`src/rtl/gray_counter_if.sv`:
```
// Control/status bundle for gray_counter: counter controls, Gray/binary pointer
// outputs and the independent Gray-to-binary decode path.
interface gray_counter_if #(
   parameter int WIDTH = 4
);
   logic             en;
   logic             up;
   logic             load;
   logic [WIDTH-1:0] load_bin;
   logic [WIDTH-1:0] bin;
   logic [WIDTH-1:0] gray;
   logic             wrap;
   logic [WIDTH-1:0] g_in;
   logic             g_in_valid;
   logic [WIDTH-1:0] bin_out;
   logic             bin_out_valid;

   modport master (
      output en, up, load, load_bin, g_in, g_in_valid,
      input  bin, gray, wrap, bin_out, bin_out_valid
   );

   modport slave (
      input  en, up, load, load_bin, g_in, g_in_valid,
      output bin, gray, wrap, bin_out, bin_out_valid
   );
endinterface

```
`src/rtl/gray_counter.sv`:
```
// Up/down loadable Gray pointer with registered Gray output and wrap pulse,
// plus an independent registered Gray-to-binary decoder.
module gray_counter #(
   parameter int               WIDTH = 4,
   parameter logic [WIDTH-1:0] INIT  = '0
) (
   input  logic          clk,
   input  logic          rst_n,
   gray_counter_if.slave bus
);

   function automatic logic [WIDTH-1:0] enc(input logic [WIDTH-1:0] b);
      return b ^ (b >> 1);
   endfunction

   function automatic logic [WIDTH-1:0] dec(input logic [WIDTH-1:0] g);
      logic [WIDTH-1:0] b;
      b[WIDTH-1] = g[WIDTH-1];
      for (int i = WIDTH-2; i >= 0; i--) b[i] = b[i+1] ^ g[i];
      return b;
   endfunction

   logic [WIDTH-1:0] bin_q,  bin_d;
   logic [WIDTH-1:0] gray_q, gray_d;
   logic             wrap_q, wrap_d;
   logic [WIDTH-1:0] dec_q,  dec_d;
   logic             vld_q,  vld_d;

   always_comb begin
      bin_d  = bin_q;
      gray_d = gray_q;
      wrap_d = 1'b0;
      if (bus.load) begin
         bin_d  = bus.load_bin;
         gray_d = enc(bus.load_bin);
      end else if (bus.en) begin
         if (bus.up) begin
            bin_d  = bin_q + 1'b1;
            wrap_d = &bin_q;
         end else begin
            bin_d  = bin_q - 1'b1;
            wrap_d = ~|bin_q;
         end
         // Gray is registered from the next binary value so CDC paths see a clean flop.
         gray_d = enc(bin_d);
      end
   end

   always_comb begin
      dec_d = dec_q;
      vld_d = bus.g_in_valid;
      if (bus.g_in_valid) dec_d = dec(bus.g_in);
   end

   always_ff @(posedge clk or negedge rst_n) begin
      if (!rst_n) begin
         bin_q  <= INIT;
         gray_q <= enc(INIT);
         wrap_q <= 1'b0;
         dec_q  <= '0;
         vld_q  <= 1'b0;
      end else begin
         bin_q  <= bin_d;
         gray_q <= gray_d;
         wrap_q <= wrap_d;
         dec_q  <= dec_d;
         vld_q  <= vld_d;
      end
   end

   assign bus.bin           = bin_q;
   assign bus.gray          = gray_q;
   assign bus.wrap          = wrap_q;
   assign bus.bin_out       = dec_q;
   assign bus.bin_out_valid = vld_q;

endmodule

```
`src/flat_wrapper.sv`:
```
// flat-port wrapper written by rule: the top's interface ports become plain ports
module gray_counter_flat 
#(
   parameter int               WIDTH = 4,
   parameter logic [WIDTH-1:0] INIT  = '0
)
  (clk, rst_n, bus_en, bus_up, bus_load, bus_load_bin, bus_g_in, bus_g_in_valid, bus_bin, bus_gray, bus_wrap, bus_bin_out, bus_bin_out_valid);
  gray_counter_if #(.WIDTH(WIDTH)) bus_i ();
  input  logic clk;
  input  logic rst_n;
  input wire logic [$bits(bus_i.en)-1:0] bus_en;
  input wire logic [$bits(bus_i.up)-1:0] bus_up;
  input wire logic [$bits(bus_i.load)-1:0] bus_load;
  input wire logic [$bits(bus_i.load_bin)-1:0] bus_load_bin;
  input wire logic [$bits(bus_i.g_in)-1:0] bus_g_in;
  input wire logic [$bits(bus_i.g_in_valid)-1:0] bus_g_in_valid;
  output wire logic [$bits(bus_i.bin)-1:0] bus_bin;
  output wire logic [$bits(bus_i.gray)-1:0] bus_gray;
  output wire logic [$bits(bus_i.wrap)-1:0] bus_wrap;
  output wire logic [$bits(bus_i.bin_out)-1:0] bus_bin_out;
  output wire logic [$bits(bus_i.bin_out_valid)-1:0] bus_bin_out_valid;
  assign bus_i.en = bus_en;
  assign bus_i.up = bus_up;
  assign bus_i.load = bus_load;
  assign bus_i.load_bin = bus_load_bin;
  assign bus_i.g_in = bus_g_in;
  assign bus_i.g_in_valid = bus_g_in_valid;
  assign bus_bin = bus_i.bin;
  assign bus_gray = bus_i.gray;
  assign bus_wrap = bus_i.wrap;
  assign bus_bin_out = bus_i.bin_out;
  assign bus_bin_out_valid = bus_i.bin_out_valid;
  gray_counter #(.WIDTH(WIDTH), .INIT(INIT)) u_core (.clk(clk), .rst_n(rst_n), .bus(bus_i));
endmodule
```
`config.mk`:
```
export PLATFORM = sky130hd
export DESIGN_NAME = gray_counter_flat
export DESIGN_NICKNAME = d
export VERILOG_FILES = /design/src/rtl/gray_counter_if.sv /design/src/rtl/gray_counter.sv /design/src/flat_wrapper.sv
export SDC_FILE = /design/constraint.sdc
export NUM_CORES = 1
export LEC_CHECK = 0
export BUFFER_PORTS_ARGS = -buffer_cell sky130_fd_sc_hd__clkbuf_2
export CORE_AREA = 5 5 48 50
export DETAILED_ROUTE_END_ITERATION = 10
export DIE_AREA = 0 0 53 55
export PLACE_DENSITY = 0.7
export SLEW_MARGIN = 30
export SYNTH_ARGS = -nofsm -noshare
export SYNTH_HDL_FRONTEND = slang
export SYNTH_SLANG_ARGS = --single-unit
```
`constraint.sdc`:
```
create_clock -name clk -period 1.85 [get_ports clk]
set_input_delay 0.0925 -clock clk [delete_from_list [all_inputs] [get_ports clk]]
set_output_delay 0.0925 -clock clk [all_outputs]
set_load 0.01 [all_outputs]
```
Yosys cells after proc, flatten, opt, wreduce, memory -nomap -nowiden
Cells that the tools add are included.
Widths: inputs -> output; s select.
{"block": "classes", "add_sub_neg": 2, "n_mux": 10, "n_bitwise": 5, "reduce_logical": 4}
{"op": "$mux 4", "n": 7}
{"op": "$xor 4x3->4", "n": 2}
{"op": "$add 4x1->4 const B", "n": 1}
{"op": "$reduce_and 4->1", "n": 1}
{"op": "$reduce_or 4->1", "n": 1}
{"op": "$sub 4x1->4 const B", "n": 1}
{"op": "$mux 1", "n": 3}
{"op": "$xor 1x1->1", "n": 3}
{"op": "$reduce_bool 2->1", "n": 1}
{"op": "$logic_not 1->1", "n": 1}
{"block": "totals", "register_bits": 14, "input_bits": 14, "elab_cells": 26}

Longest topological paths before layout
Gate-level depths: netlist of run 1.
{"block": "logic_depth", "depth_word": 7, "depth_mapped": 6, "depth_no_buf": 6}

Worst setup path after synthesis of run 1
Ideal clock, no wire load.
{"block": "synth_timing", "kind": "register to register", "startpoint": "register u_core.bin_q[2] (netlist: u_core.bus.bin[2])", "endpoint": "register u_core.gray_q[2] (netlist: u_core.bus.gray[2])", "t_arrival_ns": 1.677, "required_time_ns": 1.783, "path_slack_ns": 0.106, "path_stages_with_launch": 6, "synth_period_minus_slack_ns": 1.744, "cell_sequence": "dfrtp_1 ha_1 and3_4 or3_4 a211o_1 nand3_2"}
{"block": "synth_via", "elab_chain_len": 7, "word_cells_on_any_way": 8, "classes_between": "add/sub: 2; mux: 5; bitwise: 1"}
{"item": "start: declaration", "line_no": "gray_counter.sv:23", "rtl": "logic [WIDTH-1:0] bin_q, bin_d;"}
{"item": "start signal: assignment", "line_no": "gray_counter.sv:63", "rtl": "bin_q <= bin_d;"}
{"item": "$sub 4x1->4 / $add 4x1->4 (equally long branches)", "line_no": "gray_counter.sv:41, gray_counter.sv:38"}
{"item": "$mux 4 *", "line_no": "gray_counter.sv:37", "rtl": "if (bus.up) begin"}
{"item": "$mux 4 *", "line_no": "gray_counter.sv:36", "rtl": "end else if (bus.en) begin"}
{"item": "$mux 4 *", "line_no": "gray_counter.sv:33", "rtl": "if (bus.load) begin"}
{"item": "$xor 4x3->4 *", "line_no": "gray_counter.sv:13", "rtl": "return b ^ (b >> 1);"}
{"item": "$mux 4 *", "line_no": "gray_counter.sv:36"}
{"item": "$mux 4 *", "line_no": "gray_counter.sv:33"}
{"item": "end signal: assignment", "line_no": "gray_counter.sv:58", "rtl": "gray_q <= enc(INIT);"}
{"item": "end signal: assignment", "line_no": "gray_counter.sv:64", "rtl": "gray_q <= gray_d;"}
{"item": "end: declaration", "line_no": "gray_counter.sv:24", "rtl": "logic [WIDTH-1:0] gray_q, gray_d;"}
Every way passes the cells marked *; elsewhere a longest branch is shown, timed or not. The select of a mux whose other input is x is not followed.
A chain may end at the register's enable or synchronous reset.

Worst setup path after layout of run 1
Same ends and word-level chain as after synthesis.

==> results of run 1 <==
-- what timing repair did --
item / in CTS / in global routing
gates resized for setup: 0 / 1
hold buffers: 1 / 0
endpoints found under the hold margin: 13 / 0
setup endpoints to repair: 0 / 2
-- per-layer routing --
metal | vias up | track usage (%)
met2 | 15 | 19.8
met4 | 0 | 7.23
li1 | 326 | -
met3 | 4 | 2.41
met1 | 304 | 15.7
met5 | - | 0
-- worst register-to-register path: cells and delay by family (launching register included) --
family | cells | cell delay [ps]
fa+ha+maj | 1 | 360
simple gates | 3 | 640
flops | 1 | 400
compound gates | 1 | 320
-- flip-flops by register name (all words and copies together), names as in the netlist --
name / count
u_core.bus.wrap: 1
u_core.bus.bin_out: 4
u_core.bus.bin: 4
u_core.bus.gray: 3
u_core.bus.bin_out_valid: 1
-- path summary, 6_finish.rpt --
check,end,cells past startpoint
min in group asynchronous,u_core.bus.bin[3],2
hold reg to reg,u_core.bus.bin_out[1],1
hold / removal,u_core.bus.bin_out_valid,1
max in group asynchronous,u_core.bus.bin[0],2
setup / recovery,u_core.bus.gray[2],5
setup reg to reg,u_core.bus.gray[2],5
-- power by group --
group / switching (mW) / internal, mW
clock: 0.0959 / 0.0834
sequential: 0.0339 / 0.326
combinational: 0.159 / 0.156
-- cell usage in the layout (no fill, tap or decap), types with 3 or more instances in the layout --
cell type  count
clkbuf_4       3
clkbuf_2      27
dfrtp_1       13
a21oi_1        5
nor2_1         6
nand2_1        5
o21ai_0        5
xnor2_1        9
-- area by class of cell --
cell class	instances	area [sq um]	share of cell area (%)
clock buffers	4	26.3	2.71
multi-input cells	57	422	43.4
flip-flops and latches	13	325	33.5
inverters	1	3.75	0.387
well taps	27	33.8	3.48
repair buffers	30	160	16.5
-- stage by stage --
stage / area, sq um / setup WS (ps)
global route: 971 / 6.28
global placement: 927 / 96.0
detailed placement: 927 / 70.8
floorplan: 762 / 106
finish: 971 / 83.4
CTS: 963 / 43.3
-- Yosys cell counts, types with 2 or more instances --
cell / n / share of area (%)
dfrtp_1: 13 / 43
nand4b_1: 2 / 2.3
nor2_1: 6 / 3.0
ha_1: 2 / 3.3
xnor2_1: 10 / 11
mux2_2: 2 / 3.0
o21ai_0: 5 / 3.3
nand2_1: 5 / 2.5
clkbuf_1: 3 / 1.5
a211oi_1: 2 / 2.0
nor2b_1: 2 / 1.6
a21o_1: 2 / 2.0
a21oi_1: 5 / 3.3
-- logic make-up (layout without fill, tap and decap cells) --
kind of cell | after synthesis | after routing | synth area share (%)
AOI/OAI and AO/OA | 17 | 17 | 13.5
xor gates and xnor gates | 11 | 11 | 12.6
adders and majority gates | 3 | 3 | 5.91
buffers and inverters | 5 | 35 | 2.96
DFF | 13 | 13 | 42.7
muxes | 3 | 3 | 4.27
and+or+nand+nor | 23 | 23 | 18.1
==> impl_metrics.env, run 1 <==
export IMPL_status="finished clean"
export IMPL_rrSetupSlack_ps=80
export IMPL_antennaDiodeCount=0
export IMPL_drive_above_1_share_pct=37.1
export IMPL_via_per_inst=4.92
export IMPL_powerDensity_nw_per_um2=879
export IMPL_dieArea_sq_um=2920
export IMPL_cts_root_buf="clkbuf_4"
export IMPL_clockBufferDepth=2
export IMPL_async_flop_share_pct=100
export IMPL_synth_edf_count=0
export IMPL_synth_seq_cells=13
export IMPL_grt_pass1_wl_um=2590
export IMPL_drv_slew=0
export IMPL_cts_sinks=13
export IMPL_p_leak_nw=0.457
export IMPL_gr_usage_all_layers_pct=12.4
export IMPL_synth_cells=75
export IMPL_worst_setup_path_start_kind="flip-flop"
export IMPL_crit_type="reg -> reg"
export IMPL_clk_latency_ps=270
export IMPL_crit_chain="ha_1 > and3_4 > or3_4 > a211o_1 > nand3_2"
export IMPL_arrival_ps=1980
export IMPL_via_count=649
export IMPL_gp_congestion=0.819
export IMPL_holdWs_ps=15.1
export IMPL_drt_pre_antenna_iters=4
export IMPL_fin_cells=132
export IMPL_fin_util_pct=52.2
export IMPL_finalCritPeriodShare_pct=95.5
export IMPL_place_inst=127
export IMPL_nFillCells=180
export IMPL_yosysUniqueCellTypes=29
export IMPL_io_pins=28
export IMPL_critPathMaxStageDelay_ps=400
export IMPL_hold_violations=0
export IMPL_netlist_area_sq_um=762
export IMPL_wirelength_um=1670
export IMPL_die_h_um=55
export IMPL_cp_num_buf_inv=0
export IMPL_tns_ps=0
export IMPL_avgSynthCellArea_sq_um=10.2
export IMPL_drtIter0Drc=3
export IMPL_core_sq_um=1860
export IMPL_drv_cap=0
export IMPL_reg2reg_from="u_core.bus.bin[2]"
export IMPL_wl_met2_um=856
export IMPL_drc=0
export IMPL_syn_num_nets=92
export IMPL_clk_pin_slew_ps=90
export IMPL_start_util_pct=40.9
export IMPL_cts_tree="built"
export IMPL_grt_overflow_total=0
export IMPL_crit_start="u_core.bus.bin[2]"
export IMPL_ant_nets=0
export IMPL_hold_class="in -> reg"
export IMPL_crit_family="simple AND/OR/NAND/NOR gates"
export IMPL_cp_end_kind="flip-flop"
export IMPL_hp_start="bus_g_in_valid"
export IMPL_synth_flop_cell="dfrtp_1"
export IMPL_cp_required_ps=2070
export IMPL_setup_viol=0
export IMPL_area_growth_pct=27.4
export IMPL_grt_max_degree=18
export IMPL_wl_per_cell_um=12.7
export IMPL_dpl_hpwl_um=1310
export IMPL_cts_made_buffers=3
export IMPL_ys_warn_count=0
export IMPL_power_mw=0.853
export IMPL_clock_skew_ps=3.98
export IMPL_fin_crit_ps=1770
export IMPL_cp_slowest_cell="dfrtp_1"
export IMPL_max_slew_worst_pin_slew_ps=400
export IMPL_fmax_mhz=566
export IMPL_rsz0062_at_grt="false"
export IMPL_max_vdd_ir_drop_uv=400
export IMPL_maxSlewHeadroom_pct=73.0
export IMPL_dr_wl_met3_um=79
export IMPL_crit_fanout=4
export IMPL_port_buffers=27
export IMPL_nNetsFinal=123
export IMPL_grt_pass1_vias=598
export IMPL_wl_met1_um=720
export IMPL_topRoutingLayerUsed="met4"
export IMPL_post_cts_buffers=0
export IMPL_ys_seq_area_share_pct=42.7
export IMPL_dieWidth_um=53
export IMPL_fp_row_count=16
export IMPL_antenna_found_initial=0
export IMPL_cts_max_level=1
(Power assumes the default switching activity.)
==> run 2, diff against run 1 <==
--- a/config.mk
+++ b/config.mk
@@ -6,10 +6,10 @@
 export NUM_CORES = 1
 export LEC_CHECK = 0
 export BUFFER_PORTS_ARGS = -buffer_cell sky130_fd_sc_hd__clkbuf_2
-export CORE_AREA = 5 5 48 50
+export CORE_AREA = 5 5 47 49
 export DETAILED_ROUTE_END_ITERATION = 10
-export DIE_AREA = 0 0 53 55
-export PLACE_DENSITY = 0.7
+export DIE_AREA = 0 0 52 54
+export PLACE_DENSITY = 0.73
 export SLEW_MARGIN = 30
 export SYNTH_ARGS = -nofsm -noshare
 export SYNTH_HDL_FRONTEND = slang
==> impl_metrics.env, run 2 (synthesized netlist as in run 1, its figures left out) <==
export IMPL_fin_util_pct=53.3
export IMPL_topRoutingLayerUsed="met4"
export IMPL_dr_wl_met3_um=108
export IMPL_drc=0
export IMPL_cts_tree="built"
export IMPL_grt_pass1_vias=646
export IMPL_crit_type="reg -> reg"
export IMPL_cp_end_kind="flip-flop"
export IMPL_dp_slack_ps=122
export IMPL_cts_max_level=1
export IMPL_power_mw=0.848
export IMPL_arrival_ps=1990
export IMPL_ant_nets=0
export IMPL_hold_class="in -> reg"
export IMPL_post_cts_buffers=0
export IMPL_hold_violations=0
export IMPL_rsz0062_at_grt="false"
export IMPL_wl_met1_um=717
export IMPL_port_buffers=27
export IMPL_tns_ps=0
export IMPL_wl_per_cell_um=12.7
export IMPL_dieWidth_um=52
export IMPL_clk_pin_slew_ps=80
export IMPL_clk_latency_ps=270
export IMPL_dieArea_sq_um=2810
export IMPL_cts_made_buffers=3
export IMPL_clock_skew_ps=4.50
export IMPL_holdWs_ps=30.1
export IMPL_grt_overflow_total=0
export IMPL_grt_pass1_wl_um=2760
export IMPL_p_leak_nw=0.457
export IMPL_fp_row_count=16
export IMPL_clockBufferDepth=2
export IMPL_dpl_hpwl_um=1310
export IMPL_drv_slew=0
export IMPL_io_pins=28
export IMPL_antennaDiodeCount=0
export IMPL_wl_met2_um=825
export IMPL_worst_slack_ps=75.1
export IMPL_layout_commonest_cell="clkbuf_2"
export IMPL_setup_viol=0
export IMPL_fin_crit_ps=1770
export IMPL_start_util_pct=41.8
export IMPL_fmax_mhz=563
export IMPL_gp_congestion=0.833
export IMPL_via_per_inst=4.84
export IMPL_die_h_um=54
export IMPL_area_growth_pct=27.4
export IMPL_via_count=639
export IMPL_wirelength_um=1680
export IMPL_cts_root_buf="clkbuf_4"
export IMPL_powerDensity_nw_per_um2=873
export IMPL_drt_pre_antenna_iters=4
export IMPL_nFillCells=180
export IMPL_maxSlewHeadroom_pct=68.6
export IMPL_drv_cap=0
export IMPL_drive_above_1_share_pct=37.1
export IMPL_finalCritPeriodShare_pct=95.9
export IMPL_drtIter0Drc=11
export IMPL_grt_max_degree=18
export IMPL_gr_usage_all_layers_pct=13.7
export IMPL_final_cell_mix="clkbuf_2 (27), dfrtp_1 (13), xnor2_1 (9)"
export IMPL_core_sq_um=1820
export IMPL_antenna_found_initial=0
export IMPL_status="finished clean"
export IMPL_max_vdd_ir_drop_uv=525
export IMPL_nNetsFinal=123
export IMPL_max_slew_worst_pin_slew_ps=466
export IMPL_crit_fanout=4
export IMPL_cts_sinks=13
export IMPL_cp_required_ps=2070
export IMPL_worst_setup_path_start_kind="flip-flop"
-- run 2: cell counts in the layout (fill, tap and decap cells not counted) --
No cell type changed its count.
-- run 2: per-stage QoR --
stage,std cells,cell area (sq um)
after floorplan,75,762
after global placement,127,927
after detailed placement,127,927
after CTS,132,963
after global routing,132,971
final,132,971
-- run 2: final cells by class --
cell class	instances	area, sq um	share of cell area [%]
sequential	13	325	33.5
tap	27	33.8	3.48
clock buffer	4	26.3	2.71
multi-input combinational	57	422	43.4
timing repair buffer	30	160	16.5
inverter	1	3.75	0.387
-- run 2: final timing paths --
check,from,to,slack [ps],cells after the start
max,u_core.bus.bin[2],u_core.bus.gray[2],80,5
min,bus_g_in_valid,u_core.bus.bin_out_valid,30,1
max reg2reg,u_core.bus.bin[2],u_core.bus.gray[2],80,5
min reg2reg,u_core.bus.bin_out[3],u_core.bus.bin_out[3],510,1
max in group asynchronous,rst_n,u_core.bus.bin[1],1360,2
min in group asynchronous,rst_n,u_core.bus.gray[2],250,2
-- run 2: where the power goes --
group / total (mW) / switching [mW] / internal [mW]
combinational: 0.317 / 0.161 / 0.156
sequential: 0.359 / 0.0331 / 0.326
clock: 0.172 / 0.0885 / 0.0836
-- run 2: critical path, cell delays in order (launching register included) --
cell,delay (ps)
dfrtp_1,390
ha_1,370
and3_4,210
or3_4,390
a211o_1,310
nand3_2,60
-- run 2: repair_timing --
item	in CTS	in global routing
endpoints found under the setup margin	0	1
hold buffers	1	0
gates resized for setup	0	1
endpoints found under the hold margin	13	0
-- run 2: layer usage --
layer,vias up,track usage [%]
met2,23,23.8
met4,0,6.99
met1,293,15.7
li1,320,-
met5,-,0
met3,3,3.05
==> run 3, diff against run 2 <==
--- a/config.mk
+++ b/config.mk
@@ -5,10 +5,10 @@
 export SDC_FILE = /design/constraint.sdc
 export NUM_CORES = 1
 export LEC_CHECK = 0
-export BUFFER_PORTS_ARGS = -buffer_cell sky130_fd_sc_hd__clkbuf_2
-export CORE_AREA = 5 5 47 49
+export CORE_AREA = 2 2 39 41
 export DETAILED_ROUTE_END_ITERATION = 10
-export DIE_AREA = 0 0 52 54
+export DIE_AREA = 0 0 41 43
+export DONT_BUFFER_PORTS = 1
 export PLACE_DENSITY = 0.73
 export SLEW_MARGIN = 30
 export SYNTH_ARGS = -nofsm -noshare
==> impl_metrics.env, run 3 (synthesized netlist as in run 1, its figures left out) <==
export IMPL_max_vdd_ir_drop_uv=443
export IMPL_wirelength_um=1680
export IMPL_drv_slew=0
export IMPL_maxSlewHeadroom_pct=61.7
export IMPL_drive_above_1_share_pct=13.2
export IMPL_grt_pass1_wl_um=2600
export IMPL_gr_usage_all_layers_pct=22.3
export IMPL_hold_violations=0
export IMPL_area_growth_pct=23.6
export IMPL_via_count=628
export IMPL_fin_cells=107
export IMPL_seqCellArea_sq_um=325
export IMPL_wl_per_cell_um=15.7
export IMPL_fin_crit_ps=1780
export IMPL_cp_slowest_cell="dfrtp_1"
export IMPL_cp_num_buf_inv=0
export IMPL_port_buffers=0
export IMPL_io_pins=28
export IMPL_cp_end_kind="flip-flop"
export IMPL_grt_overflow_total=0
export IMPL_setup_viol=0
export IMPL_start_util_pct=55.1
export IMPL_finalCritPeriodShare_pct=96.2
export IMPL_cts_tree="built"
export IMPL_arrival_ps=1930
export IMPL_crit_chain="fa_1 > xnor2_1 > xnor2_1 > a211oi_1 > a21oi_1"
export IMPL_clk_pin_slew_ps=80
export IMPL_antenna_found_initial=0
export IMPL_cp_required_ps=2010
export IMPL_holdWs_ps=6.38
export IMPL_die_h_um=43
export IMPL_powerDensity_nw_per_um2=867
export IMPL_via_per_inst=5.87
export IMPL_status="finished clean"
export IMPL_clock_skew_ps=1.79
export IMPL_grt_max_degree=14
export IMPL_fp_row_count=14
export IMPL_cts_made_buffers=3
export IMPL_nNetsFinal=109
export IMPL_critPathMostFrequentCell="xnor2_1"
export IMPL_crit_fanout=4
export IMPL_antennaDiodeCount=0
export IMPL_cts_sinks=13
export IMPL_hold_class="in -> reg"
export IMPL_dieArea_sq_um=1760
export IMPL_dieWidth_um=41
export IMPL_dpl_hpwl_um=1070
export IMPL_worst_setup_path_start_kind="flip-flop"
export IMPL_place_inst=90
export IMPL_fmax_mhz=562
export IMPL_drv_cap=0
export IMPL_gp_congestion=0.808
export IMPL_drc=0
export IMPL_clk_latency_ps=280
export IMPL_cts_root_buf="clkbuf_4"
export IMPL_drt_pre_antenna_iters=4
export IMPL_crit_type="reg -> reg"
export IMPL_clockBufferDepth=2
export IMPL_crit_family="XOR/XNOR gates"
export IMPL_core_sq_um=1380
export IMPL_multiInputGateArea_sq_um=414
export IMPL_p_leak_nw=0.394
export IMPL_max_slew_worst_pin_slew_ps=572
export IMPL_cts_max_level=1
export IMPL_ant_nets=0
export IMPL_nFillCells=119
export IMPL_drtIter0Drc=6
export IMPL_critPathMaxStageDelay_ps=430
export IMPL_final_cell_mix="dlygate4sd3_1 (13), dfrtp_1 (13), xnor2_1 (10)"
export IMPL_grt_pass1_vias=629
[run 3: worst paths after layout]
path | depth (start not counted) | to | from | slack [ps]
worst max-delay path | 5 | u_core.bus.gray[1] | u_core.bus.bin[1] | 70
worst min-delay path | 2 | u_core.bus.bin[3] | bus_load | 6
worst max register to register | 5 | u_core.bus.gray[1] | u_core.bus.bin[1] | 70
worst min register to register | 1 | u_core.bus.bin_out[3] | u_core.bus.bin_out[3] | 590
max in group asynchronous | 1 | u_core.bus.bin[2] | rst_n | 1240
min in group asynchronous | 1 | u_core.bus.gray[2] | rst_n | 240
[run 3: layout make-up]
type	instances	area share, %
multi-input combinational	57	44.0
sequential	13	34.5
timing repair buffer	16	16.2
clock buffer	4	2.79
tap	16	2.12
inverter	1	0.398
[run 3: layer usage]
metal,up-vias,share of wire (%),track usage [%]
met5,-,0,0
met4,0,2.7,12.0
met3,5,5.4,5.76
met2,17,51,34.1
met1,313,41,27.4
li1,293,-,-
[run 3: stage by stage]
stage	area, sq um	setup TNS [ps]	setup slack, ps	utilization [%]	power (mW)
after floorplan	762	0	106	-	0.563
after global placement	786	0	144	56.8	0.595
after detailed placement	786	0	123	56.8	0.600
after CTS	922	0	96.2	66.6	0.809
after global routing	942	-35.3	-27.4	68.1	0.866
final	942	0	70.8	68.1	0.817
[run 3: power by group]
part	internal (mW)	switching, mW
Clock	0.0839	0.101
Sequential	0.326	0.0552
Combinational	0.134	0.118
Total	0.544	0.273
[run 3: timing repair]
item / in CTS / in global routing
hold buffers: 11 / 2
endpoints found under the hold margin: 26 / 1
gates resized for setup: 0 / 0
buffers inserted: 0 / 0
